`src/rtl/load_store_unit.sv`:
```
// Load/store unit between a CPU request/response port and a word-wide data memory.
// Handles byte/halfword/word accesses, sign extension and read-modify-write for sub-word stores.
module load_store_unit #(
  parameter int MEM_WORDS = 64
) (
  input  logic        clk,
  input  logic        reset,
  input  logic        req_valid,
  output logic        req_ready,
  input  logic        req_we,
  input  logic [1:0]  req_size,
  input  logic        req_signed,
  input  logic [31:0] req_addr,
  input  logic [31:0] req_wdata,
  output logic        resp_valid,
  input  logic        resp_ready,
  output logic [31:0] resp_rdata,
  output logic        resp_err,
  output logic        mem_we,
  output logic [31:0] mem_addr,
  output logic [31:0] mem_wd,
  input  logic [31:0] mem_rd
);

  typedef enum logic [1:0] {IDLE, READ, WRITE, RESP} state_t;

  localparam logic [1:0] SIZE_BYTE = 2'b00;
  localparam logic [1:0] SIZE_HALF = 2'b01;
  localparam logic [1:0] SIZE_WORD = 2'b10;

  state_t      state, state_next;
  logic        we_q, signed_q, err_q;
  logic [1:0]  size_q;
  logic [31:0] addr_q, wdata_q, word_q;

  logic        accept, req_err;
  logic [31:0] lane_data, load_val, lane_mask, wdata_shift, store_word;

  assign req_ready = (state == IDLE);
  assign accept    = req_valid && req_ready;

  // Errors are resolved at acceptance so a bad request never touches memory.
  always_comb begin
    req_err = 1'b0;
    case (req_size)
      SIZE_BYTE: req_err = 1'b0;
      SIZE_HALF: req_err = req_addr[0];
      SIZE_WORD: req_err = (req_addr[1:0] != 2'b00);
      default:   req_err = 1'b1;
    endcase
    if (req_addr[31:2] >= 30'(MEM_WORDS)) req_err = 1'b1;
  end

  // NOTE: every variable gets a default at the top of an always_comb so no path can infer a latch.
  always_comb begin
    state_next = state;
    case (state)
      IDLE: begin
        if (accept) begin
          if (req_err)                             state_next = RESP;
          else if (req_we && req_size == SIZE_WORD) state_next = WRITE;
          else                                      state_next = READ;
        end
      end
      READ:    state_next = we_q ? WRITE : RESP;
      WRITE:   state_next = RESP;
      RESP:    if (resp_ready) state_next = IDLE;
      default: state_next = IDLE;
    endcase
  end

  // NOTE: sequential state uses non-blocking assignments so all registers update together at the edge.
  always_ff @(posedge clk) begin
    if (reset) begin
      state    <= IDLE;
      we_q     <= 1'b0;
      signed_q <= 1'b0;
      err_q    <= 1'b0;
      size_q   <= 2'b00;
      addr_q   <= 32'h0;
      wdata_q  <= 32'h0;
      word_q   <= 32'h0;
    end else begin
      state <= state_next;
      if (accept) begin
        we_q     <= req_we;
        signed_q <= req_signed;
        err_q    <= req_err;
        size_q   <= req_size;
        addr_q   <= req_addr;
        wdata_q  <= req_wdata;
      end
      if (state == READ) word_q <= mem_rd;
    end
  end

  // Aligned halfwords have addr[0]=0, so a byte-granular shift serves both sizes.
  assign lane_data = word_q >> {addr_q[1:0], 3'b000};

  always_comb begin
    load_val = 32'h0;
    case (size_q)
      SIZE_BYTE: load_val = {{24{signed_q & lane_data[7]}}, lane_data[7:0]};
      SIZE_HALF: load_val = {{16{signed_q & lane_data[15]}}, lane_data[15:0]};
      SIZE_WORD: load_val = word_q;
      default:   load_val = 32'h0;
    endcase
  end

  always_comb begin
    lane_mask = 32'h0;
    case (size_q)
      SIZE_BYTE: lane_mask = 32'h0000_00FF << {addr_q[1:0], 3'b000};
      SIZE_HALF: lane_mask = 32'h0000_FFFF << {addr_q[1], 4'b0000};
      default:   lane_mask = 32'hFFFF_FFFF;
    endcase
  end

  assign wdata_shift = wdata_q << {addr_q[1:0], 3'b000};
  assign store_word  = (size_q == SIZE_WORD) ? wdata_q
                                             : ((word_q & ~lane_mask) | (wdata_shift & lane_mask));

  assign resp_valid = (state == RESP);
  assign resp_err   = (state == RESP) && err_q;
  assign resp_rdata = (state == RESP && !we_q && !err_q) ? load_val : 32'h0;

  assign mem_we   = (state == WRITE);
  assign mem_addr = (state == READ || state == WRITE) ? {addr_q[31:2], 2'b00} : 32'h0;
  assign mem_wd   = (state == WRITE) ? store_word : 32'h0;

endmodule

```
`config.mk`:
```
export PLATFORM = sky130hd
export DESIGN_NAME = load_store_unit
export DESIGN_NICKNAME = d
export VERILOG_FILES = /design/src/rtl/load_store_unit.sv
export SDC_FILE = /design/constraint.sdc
export NUM_CORES = 1
export LEC_CHECK = 0
export CAP_MARGIN = 15
export CELL_PAD_IN_SITES_DETAIL_PLACEMENT = 0
export CELL_PAD_IN_SITES_GLOBAL_PLACEMENT = 1
export CORE_MARGIN = 10
export CORE_UTILIZATION = 35
export DETAILED_ROUTE_END_ITERATION = 6
export PLACE_DENSITY_LB_ADDON = 0.1
export SETUP_SLACK_MARGIN = 0.3
export SLEW_MARGIN = 20
export SYNTH_ARGS = -nofsm -noshare
export SYNTH_HDL_FRONTEND = slang
export SYNTH_SLANG_ARGS = --single-unit
```
`constraint.sdc`:
```
create_clock -name clk -period 3.1 [get_ports clk]
set_clock_uncertainty 0.1 [all_clocks]
set_input_delay 0.465 -clock clk [delete_from_list [all_inputs] [get_ports clk]]
set_output_delay 0.465 -clock clk [all_outputs]
set_load 0.03 [all_outputs]
```
==> impl_metrics.env, run 1 <==
export IMPL_ant_nets=0
export IMPL_leakagePower_nw=3.54
export IMPL_yosysSeqAreaShare=0.355
export IMPL_netlist_top_cells_area="dfxtp_1 35%, nand2_1 10%, mux2i_1 8.8%"
export IMPL_place_ws_ns=0.284
export IMPL_drive_gt1_frac=0.158
export IMPL_dp_cells=1142
export IMPL_final_period_utilization=0.891
export IMPL_tritoncts="yes"
export IMPL_max_slew_margin=0.526
export IMPL_num_vias=6161
export IMPL_die_width_um=149
export IMPL_grt_usage=0.202
export IMPL_antenna_found_initial=0
export IMPL_die_h_um=149
export IMPL_wl_per_cell_um=20.0
export IMPL_crit_buf_inv=2
export IMPL_layout_commonest_cell="nand2_1"
export IMPL_setup_viol=0
export IMPL_wirelength_mm=23.3
export IMPL_ir_worst_vdd_mv=0.392
export IMPL_viasPerCell=5.31
export IMPL_clock_path_buffers=2
export IMPL_core_um2=16400
export IMPL_min_delay_path_class="register to register"
export IMPL_clkSlewWorstSetupHoldPaths_ns=0.07
export IMPL_clock_latency_ns=0.35
export IMPL_drv_cap=0
export IMPL_nets=1046
export IMPL_route_detailed_drc=0
export IMPL_drt_initial_drc_count=293
export IMPL_ys_seq_elements=103
export IMPL_gp_congestion=0.892
export IMPL_htree_levels=3
export IMPL_critical_path_startpoint="state[0]"
export IMPL_synthCells=762
export IMPL_place_hpwl_mm=17.8
export IMPL_synth_top_area_share=0.355
export IMPL_drtPass1Iterations=5
export IMPL_critPathTopFamily="simple AND/OR/NAND/NOR gates"
export IMPL_min_period_ns=2.76
export IMPL_crit_path_max_fanout=8
export IMPL_setup_ws_ns=0.337
export IMPL_cp_arrival_ns=2.20
export IMPL_power_total_mw=5.94
export IMPL_cp_end_kind="primary output"
export IMPL_initial_core_util=0.354
export IMPL_syn_to_final_growth_pct=52.7
export IMPL_crit_chain="ha_4 -> nor3b_4 -> nand3b_1 -> nor4bb_4 -> buf_4 -> a21o_1 -> buf_12"
export IMPL_tns_ns=0
export IMPL_stdcell_count=1161
export IMPL_rows=47
export IMPL_syn_area_um2=5810
export IMPL_num_io_pins=204
export IMPL_cp_slowest_stage_delay_ns=0.41
export IMPL_grt_max_degree=66
export IMPL_final_core_util=0.541
export IMPL_cp_start_kind="register"
export IMPL_slowest_stage="nor4bb_4"
export IMPL_reg2reg_from="state[0]"
export IMPL_outcome="finished clean"
export IMPL_cts_buffers=9
export IMPL_cts_root_buf="clkbuf_16"
export IMPL_grt_pass1_wl_mm=35.5
export IMPL_pwr_density_cell_nw_per_um2=669
export IMPL_worst_pin_slew_ns=0.711
export IMPL_first_global_vias=6341
export IMPL_rsz0062_at_grt="true"
export IMPL_synth_warning_count=0
export IMPL_dieArea_um2=22200
export IMPL_fmax_mhz=362
export IMPL_numPortBuffers=201
export IMPL_yosysTopAreaCell="dfxtp_1"
export IMPL_cts_sinks=103
export IMPL_n_fill_cell=1514
export IMPL_overflow=0
export IMPL_yosysUniqueCellTypes=49
export IMPL_drv_slew=0
export IMPL_mostFrequentLayoutCells="155 x nand2_1, 106 x clkdlybuf4s50_1, 96 x dfxtp_1"
export IMPL_crit_required_ns=2.53
export IMPL_diodes=0
export IMPL_syn_area_per_cell_um2=7.63
export IMPL_path_class="register to primary output"
export IMPL_hold_viol_final=0
export IMPL_hold_start="addr_q[13]"
synthesized netlist by cell type (all sizes together):
library cell,n
a2111oi,2
a211oi,1
a21boi,8
a21o,16
a21oi,100
a221o,8
a221oi,8
a22o,8
a22oi,23
a31oi,9
and2,40
and2b,1
buf,23
clkbuf,43
clkinv,1
conb,1
dfxtp,103
ha,4
inv,11
mux2,8
mux2i,51
nand2,159
nand2b,5
nand3b,3
nand4,1
nor2,52
nor2b,12
nor3,3
nor3b,9
nor4,6
nor4bb,1
o211ai,2
o21ai,27
o2bb2ai,7
o31ai,1
or2,1
or3,2
or4b,2
cell type report:
class / count / area, um^2 / area share
clock inverter: 3 / 28.8 / 0.00324
clock buffer: 11 / 253 / 0.0285
inverter: 12 / 47.5 / 0.00536
timing repair buffer: 230 / 2650 / 0.298
multi-input combinational: 582 / 3540 / 0.399
sequential: 103 / 2080 / 0.234
tap: 220 / 275 / 0.0310
metal layers:
layer	routed length (um)	up-vias	track usage
met5	0	-	0
met4	472	0	0.0599
met3	1870	28	0.0677
met2	11400	243	0.335
met1	9540	2905	0.241
li1	-	2985	-
sequential cells by signal (all words and copies together), names as in the netlist:
register	cells
wdata_q	32
we_q	1
err_q	1
size_q	2
state	2
signed_q	1
word_q	32
addr_q	32
kinds of logic after synthesis:
logic type,synth area share
compound gates,0.239
flops,0.355
simple gates,0.235
buf+inv,0.0585
fa+ha+maj,0.00861
mux,0.104
other cells,0.000645
final timing paths:
check                                      end  slack (ns)  cells after the start
worst max-delay path            resp_rdata[21]        0.34                      7
worst min-delay path                addr_q[13]        0.35                      2
worst max register to register       addr_q[0]        1.26                      6
worst min register to register      addr_q[13]        0.35                      2
worst reg2reg max path: stages (launching register included):
cell	delay, ns
dfxtp_4	0.38
inv_1	0.07
ha_1	0.28
nand2_2	0.30
buf_4	0.35
nand2_1	0.09
a21oi_1	0.19
power by group:
part	internal [mW]	switching (mW)	leakage [nW]
registers	1.60	0.343	0.846
logic	1.24	1.66	2.56
clock network	0.589	0.511	0.140
metrics by stage:
| stage | cell area (um^2) | hold slack (ns) |
|---|---|---|
| finish | 8880 | 0.351 |
| global route | 8880 | 0.368 |
| CTS | 8720 | 0.352 |
| floorplan | 5820 | 0.332 |
| global placement | 8390 | 0.338 |
| detailed placement | 8390 | 0.342 |
timing repair:
action                     CTS  global route
cloned                       0             1
resized for setup           49            37
hold buffers                 0             0
setup endpoints to repair   93            47
buffers inserted             1             3
pin swaps                    1             5
(Power assumes the default switching activity.)
==> inputs of run 2 (changes only) <==
--- a/config.mk
+++ b/config.mk
@@ -12,7 +12,6 @@
 export CORE_UTILIZATION = 35
 export DETAILED_ROUTE_END_ITERATION = 6
 export PLACE_DENSITY_LB_ADDON = 0.1
-export SETUP_SLACK_MARGIN = 0.3
 export SLEW_MARGIN = 20
 export SYNTH_ARGS = -nofsm -noshare
 export SYNTH_HDL_FRONTEND = slang
==> impl_metrics.env, run 2 (synthesis results as in run 1) <==
export IMPL_outcome="finished clean"
export IMPL_cp_arrival_ns=2.40
export IMPL_tritoncts="yes"
export IMPL_layout_commonest_cell="nand2_1"
export IMPL_dieArea_um2=22200
export IMPL_overflow=0
export IMPL_die_h_um=149
export IMPL_grt_pass1_wl_mm=35.5
export IMPL_final_period_utilization=0.955
export IMPL_core_um2=16400
export IMPL_slowest_stage="dfxtp_1"
export IMPL_pwr_density_cell_nw_per_um2=675
export IMPL_stdcell_area_um2=8720
export IMPL_path_class="register to primary output"
export IMPL_route_detailed_drc=0
export IMPL_first_global_vias=6290
export IMPL_met2_length_mm=11.0
export IMPL_antenna_found_initial=0
export IMPL_crit_chain="buf_4 -> clkinvlp_4 -> a21oi_2 -> a22oi_1 -> nor2b_1 -> buf_12"
export IMPL_crit_path_max_fanout=13
export IMPL_fmax_mhz=338
export IMPL_final_core_util=0.532
export IMPL_mostFrequentLayoutCells="156 x nand2_1, 136 x clkdlybuf4s50_1, 102 x dfxtp_1"
export IMPL_grt_max_degree=66
export IMPL_drtPass1Iterations=4
export IMPL_cp_end_kind="primary output"
export IMPL_diodes=0
export IMPL_ant_nets=0
export IMPL_numPortBuffers=201
export IMPL_drt_initial_drc_count=343
export IMPL_cts_sinks=103
export IMPL_drv_cap=0
export IMPL_setup_ws_ns=0.138
export IMPL_setup_viol=0
export IMPL_die_width_um=149
export IMPL_cp_start_kind="register"
export IMPL_min_delay_path_class="register to register"
export IMPL_largestRegisters="addr_q x32, wdata_q x32, word_q x32"
export IMPL_worst_pin_slew_ns=0.849
export IMPL_drv_slew=0
export IMPL_tns_ns=0
export IMPL_hold_viol_final=0
export IMPL_hold_slack_ns=0.351
export IMPL_max_slew_margin=0.429
export IMPL_viasPerCell=5.28
export IMPL_num_io_pins=204
export IMPL_crit_buf_inv=3
export IMPL_clock_latency_ns=0.35
export IMPL_gp_congestion=0.892
export IMPL_num_vias=6106
export IMPL_drive_gt1_frac=0.137
export IMPL_ir_worst_vdd_mv=0.388
export IMPL_grt_usage=0.201
export IMPL_crit_required_ns=2.53
export IMPL_met1Wirelength_mm=9.55
export IMPL_nets=1042
export IMPL_rsz0062_at_grt="false"
export IMPL_syn_to_final_growth_pct=50.0
export IMPL_cp_slowest_stage_delay_ns=0.50
export IMPL_rows=47
export IMPL_wirelength_mm=22.9
export IMPL_clkSlewWorstSetupHoldPaths_ns=0.07
export IMPL_met3WireLength_mm=1.82
export IMPL_initial_core_util=0.354
export IMPL_n_fill_cell=1526
export IMPL_htree_levels=3
export IMPL_place_hpwl_mm=17.8
export IMPL_min_period_ns=2.96
export IMPL_cts_buffers=9
export IMPL_dpl_cell_area_um2=8390
export IMPL_place_ws_ns=0.284
export IMPL_cts_root_buf="clkbuf_16"
export IMPL_clock_path_buffers=2
export IMPL_topRoutingLayerUsed="met4"
export IMPL_critPathTopFamily="buffers and inverters"
export IMPL_wl_per_cell_um=19.8
export IMPL_leakagePower_nw=3.32
[run 2: cell type report]
class	instances	area, um^2	share of cell area
clock buffers	11	253	0.0290
repair buffers	226	2600	0.298
flip-flops and latches	103	2060	0.237
inverters	12	48.8	0.00559
multi-input cells	582	3450	0.396
well taps	220	275	0.0316
clock inverters	3	28.8	0.00330
[run 2: worst reg2reg max path, cell delays in order, from the launching register on]
cell	delay (ns)
dfxtp_1	0.38
inv_1	0.09
ha_1	0.28
nand2_2	0.30
buf_4	0.36
nand2_1	0.09
a21oi_1	0.19
[run 2: final timing paths]
kind	depth (start not counted)	slack, ns	end	start
worst max-delay path	6	0.14	mem_wd[6]	addr_q[1]
worst min-delay path	2	0.35	addr_q[13]	addr_q[13]
worst max register to register	6	1.24	addr_q[0]	state[0]
worst min register to register	2	0.35	addr_q[13]	addr_q[13]
[run 2: repair_timing]
| item | in CTS | in global routing |
|---|---|---|
| gates resized for setup | 3 | 6 |
| pin swaps | 0 | 1 |
| endpoints found under the hold margin | 0 | 0 |
| setup endpoints to repair | 25 | 53 |
| setup buffers | 0 | 1 |
| hold buffers | 0 | 0 |
[run 2: where the power goes]
group	total (mW)	switching [mW]	leakage [nW]	internal (mW)
registers	1.92	0.332	0.843	1.59
clock network	1.10	0.511	0.140	0.589
logic	2.87	1.63	2.33	1.24
[run 2: per-layer routing]
metal	vias up	track usage
li1	2974	-
met1	2854	0.241
met2	245	0.334
met3	33	0.0692
met4	0	0.0589
met5	-	0
[run 2: through the flow]
step	instances	total power, mW
floorplan	763	3.58
global route	1157	6.25
CTS	1156	5.91
finish	1157	5.89
global placement	1142	4.75
detailed placement	1142	4.78
==> inputs of run 3 (changes only) <==
--- a/config.mk
+++ b/config.mk
@@ -16,3 +16,4 @@
 export SYNTH_ARGS = -nofsm -noshare
 export SYNTH_HDL_FRONTEND = slang
 export SYNTH_SLANG_ARGS = --single-unit
+export TNS_END_PERCENT = 30
==> constraint.sdc (replaced) <==
create_clock -name clk -period 3.63 [get_ports clk]
set_clock_uncertainty 0.1 [all_clocks]
set_input_delay 0.9075 -clock clk [delete_from_list [all_inputs] [get_ports clk]]
set_output_delay 0.9075 -clock clk [all_outputs]
set_load 0.03 [all_outputs]
==> impl_metrics.env, run 3 (synthesis results as in run 1) <==
export IMPL_crit_required_ns=2.62
export IMPL_nets=1042
export IMPL_initial_core_util=0.354
export IMPL_grt_max_degree=80
export IMPL_route_detailed_drc=0
export IMPL_final_core_util=0.533
export IMPL_core_um2=16400
export IMPL_dieArea_um2=22200
export IMPL_num_vias=6087
export IMPL_rows=47
export IMPL_clock_path_buffers=2
export IMPL_die_width_um=149
export IMPL_r2r_slack_ns=1.67
export IMPL_overflow=0
export IMPL_wirelength_mm=23.0
export IMPL_numPortBuffers=201
export IMPL_hold_slack_ns=0.350
export IMPL_rsz0062_at_grt="false"
export IMPL_syn_to_final_growth_pct=50.4
export IMPL_place_hpwl_mm=17.8
export IMPL_grt_usage=0.200
export IMPL_die_h_um=149
export IMPL_worst_pin_slew_ns=0.892
export IMPL_htree_levels=3
export IMPL_antenna_found_initial=0
export IMPL_switching_share=0.411
export IMPL_ir_worst_vdd_mv=0.294
export IMPL_drtPass1Iterations=5
export IMPL_viasPerCell=5.26
export IMPL_use_met2=0.335
export IMPL_cts_setup_buffers=0
export IMPL_hold_start="addr_q[8]"
export IMPL_largestRegisters="addr_q x32, wdata_q x32, word_q x32"
export IMPL_p_seq_frac=0.320
export IMPL_cts_hold_fix_buffers=0
export IMPL_n_fill_cell=1539
export IMPL_cp_arrival_ns=2.44
export IMPL_tritoncts="yes"
export IMPL_min_to="addr_q[8]"
export IMPL_min_period_ns=3.45
export IMPL_cts_repair_resized=3
export IMPL_crit_path_max_fanout=16
export IMPL_p_comb_frac=0.469
export IMPL_diodes=0
export IMPL_gp_congestion=0.871
export IMPL_cp_start_kind="register"
export IMPL_p_clk_frac=0.211
export IMPL_layout_commonest_cell="nand2_1"
export IMPL_min_delay_path_class="register to register"
export IMPL_reg2reg_from="state[0]"
export IMPL_path_class="register to primary output"
export IMPL_outcome="finished clean"
export IMPL_first_global_vias=6222
export IMPL_num_io_pins=204
export IMPL_p_sw_mw=2.11
export IMPL_drive_gt1_frac=0.138
export IMPL_wl_per_cell_um=19.9
export IMPL_grt_busiest_layer="met2"
export IMPL_reg2reg_depth=6
export IMPL_cts_sinks=103
export IMPL_setup_viol=0
export IMPL_drv_cap=0
export IMPL_intPower_mw=3.03
export IMPL_r2r_end="addr_q[3]"
export IMPL_holdPathStages=2
export IMPL_max_slew_margin=0.400
export IMPL_ant_nets=0
export IMPL_drt_initial_drc_count=309
export IMPL_fmax_mhz=290
export IMPL_mostFrequentLayoutCells="157 x nand2_1, 136 x clkdlybuf4s50_1, 99 x dfxtp_1"
export IMPL_drv_slew=0
export IMPL_clock_latency_ns=0.36
export IMPL_final_period_utilization=0.951
export IMPL_cp_end_kind="primary output"
export IMPL_grtUsageMet3=0.0674
export IMPL_leakagePower_nw=3.33
export IMPL_power_total_mw=5.14
export IMPL_cts_root_buf="clkbuf_16"
export IMPL_clkSlewWorstSetupHoldPaths_ns=0.07
export IMPL_grt_pass1_wl_mm=35.2
export IMPL_pwr_density_cell_nw_per_um2=588
export IMPL_cts_buffers=9
export IMPL_grtUsageMet1=0.239
export IMPL_hold_viol_final=0
export IMPL_tns_ns=0
[run 3: changes by cell type in the layout (fill, tap and decap cells not counted), moves of 2 or more]
| cell | change |
|---|---|
| bufinv_16 | +2 |
| clkinv_4 | -2 |
| dfxtp_1 | -3 |
| dfxtp_2 | +3 |
| inv_6 | +2 |
[run 3: worst max path at each step]
stage,startpoint,end,slack [ns]
floorplan,state[0],resp_rdata[21],0.52
global placement,addr_q[1],mem_wd[1],0.35
detailed placement,addr_q[1],mem_wd[4],0.21
CTS,addr_q[1],mem_wd[16],0.006
global route,state[0],resp_rdata[22],0.05
finish,state[0],resp_rdata[22],0.18
[run 3: power by group through the flow]
stage | logic (mW) | clock network (mW) | registers [mW]
floorplan | 1.55 | 0 | 1.52
global placement | 2.39 | 0 | 1.66
detailed placement | 2.42 | 0 | 1.67
CTS | 2.43 | 1.11 | 1.64
global route | 2.62 | 1.15 | 1.68
finish | 2.41 | 1.08 | 1.65
[run 3: final cells by class]
cell class | count | area, um^2 | share of cell area
Multi-Input combinational cell | 582 | 3440 | 0.394
Tap cell | 220 | 275 | 0.0315
Sequential cell | 103 | 2070 | 0.236
Timing Repair Buffer | 226 | 2590 | 0.296
Clock inverter | 5 | 88.8 | 0.0102
Clock buffer | 10 | 239 | 0.0273
Inverter | 12 | 46.3 | 0.00529
[run 3: worst max-delay path: stages (launching register included)]
cell and delay, ns:
dfxtp_1 0.40, ha_1 0.25, nor3b_2 0.23, buf_4 0.19
nand3b_1 0.10, nor4bb_2 0.35, buf_4 0.28, a21o_1 0.16
buf_12 0.13
[run 3: per-stage QoR]
| stage | instances | worst slack, ns | cell area (um^2) |
|---|---|---|---|
| 2_1_floorplan | 763 | 0.519 | 5820 |
| 3_3_place_gp | 1143 | 0.345 | 8400 |
| 3_5_place_dp | 1143 | 0.212 | 8400 |
| 4_1_cts | 1158 | 0.00615 | 8730 |
| 5_1_grt | 1158 | 0.0531 | 8750 |
| 6_report | 1158 | 0.179 | 8750 |
[run 3: routing by layer]
layer	wire, um	vias up
li1	-	2980
met1	9680	2852
met2	11200	227
met3	1760	28
met4	403	0
met5	0	-
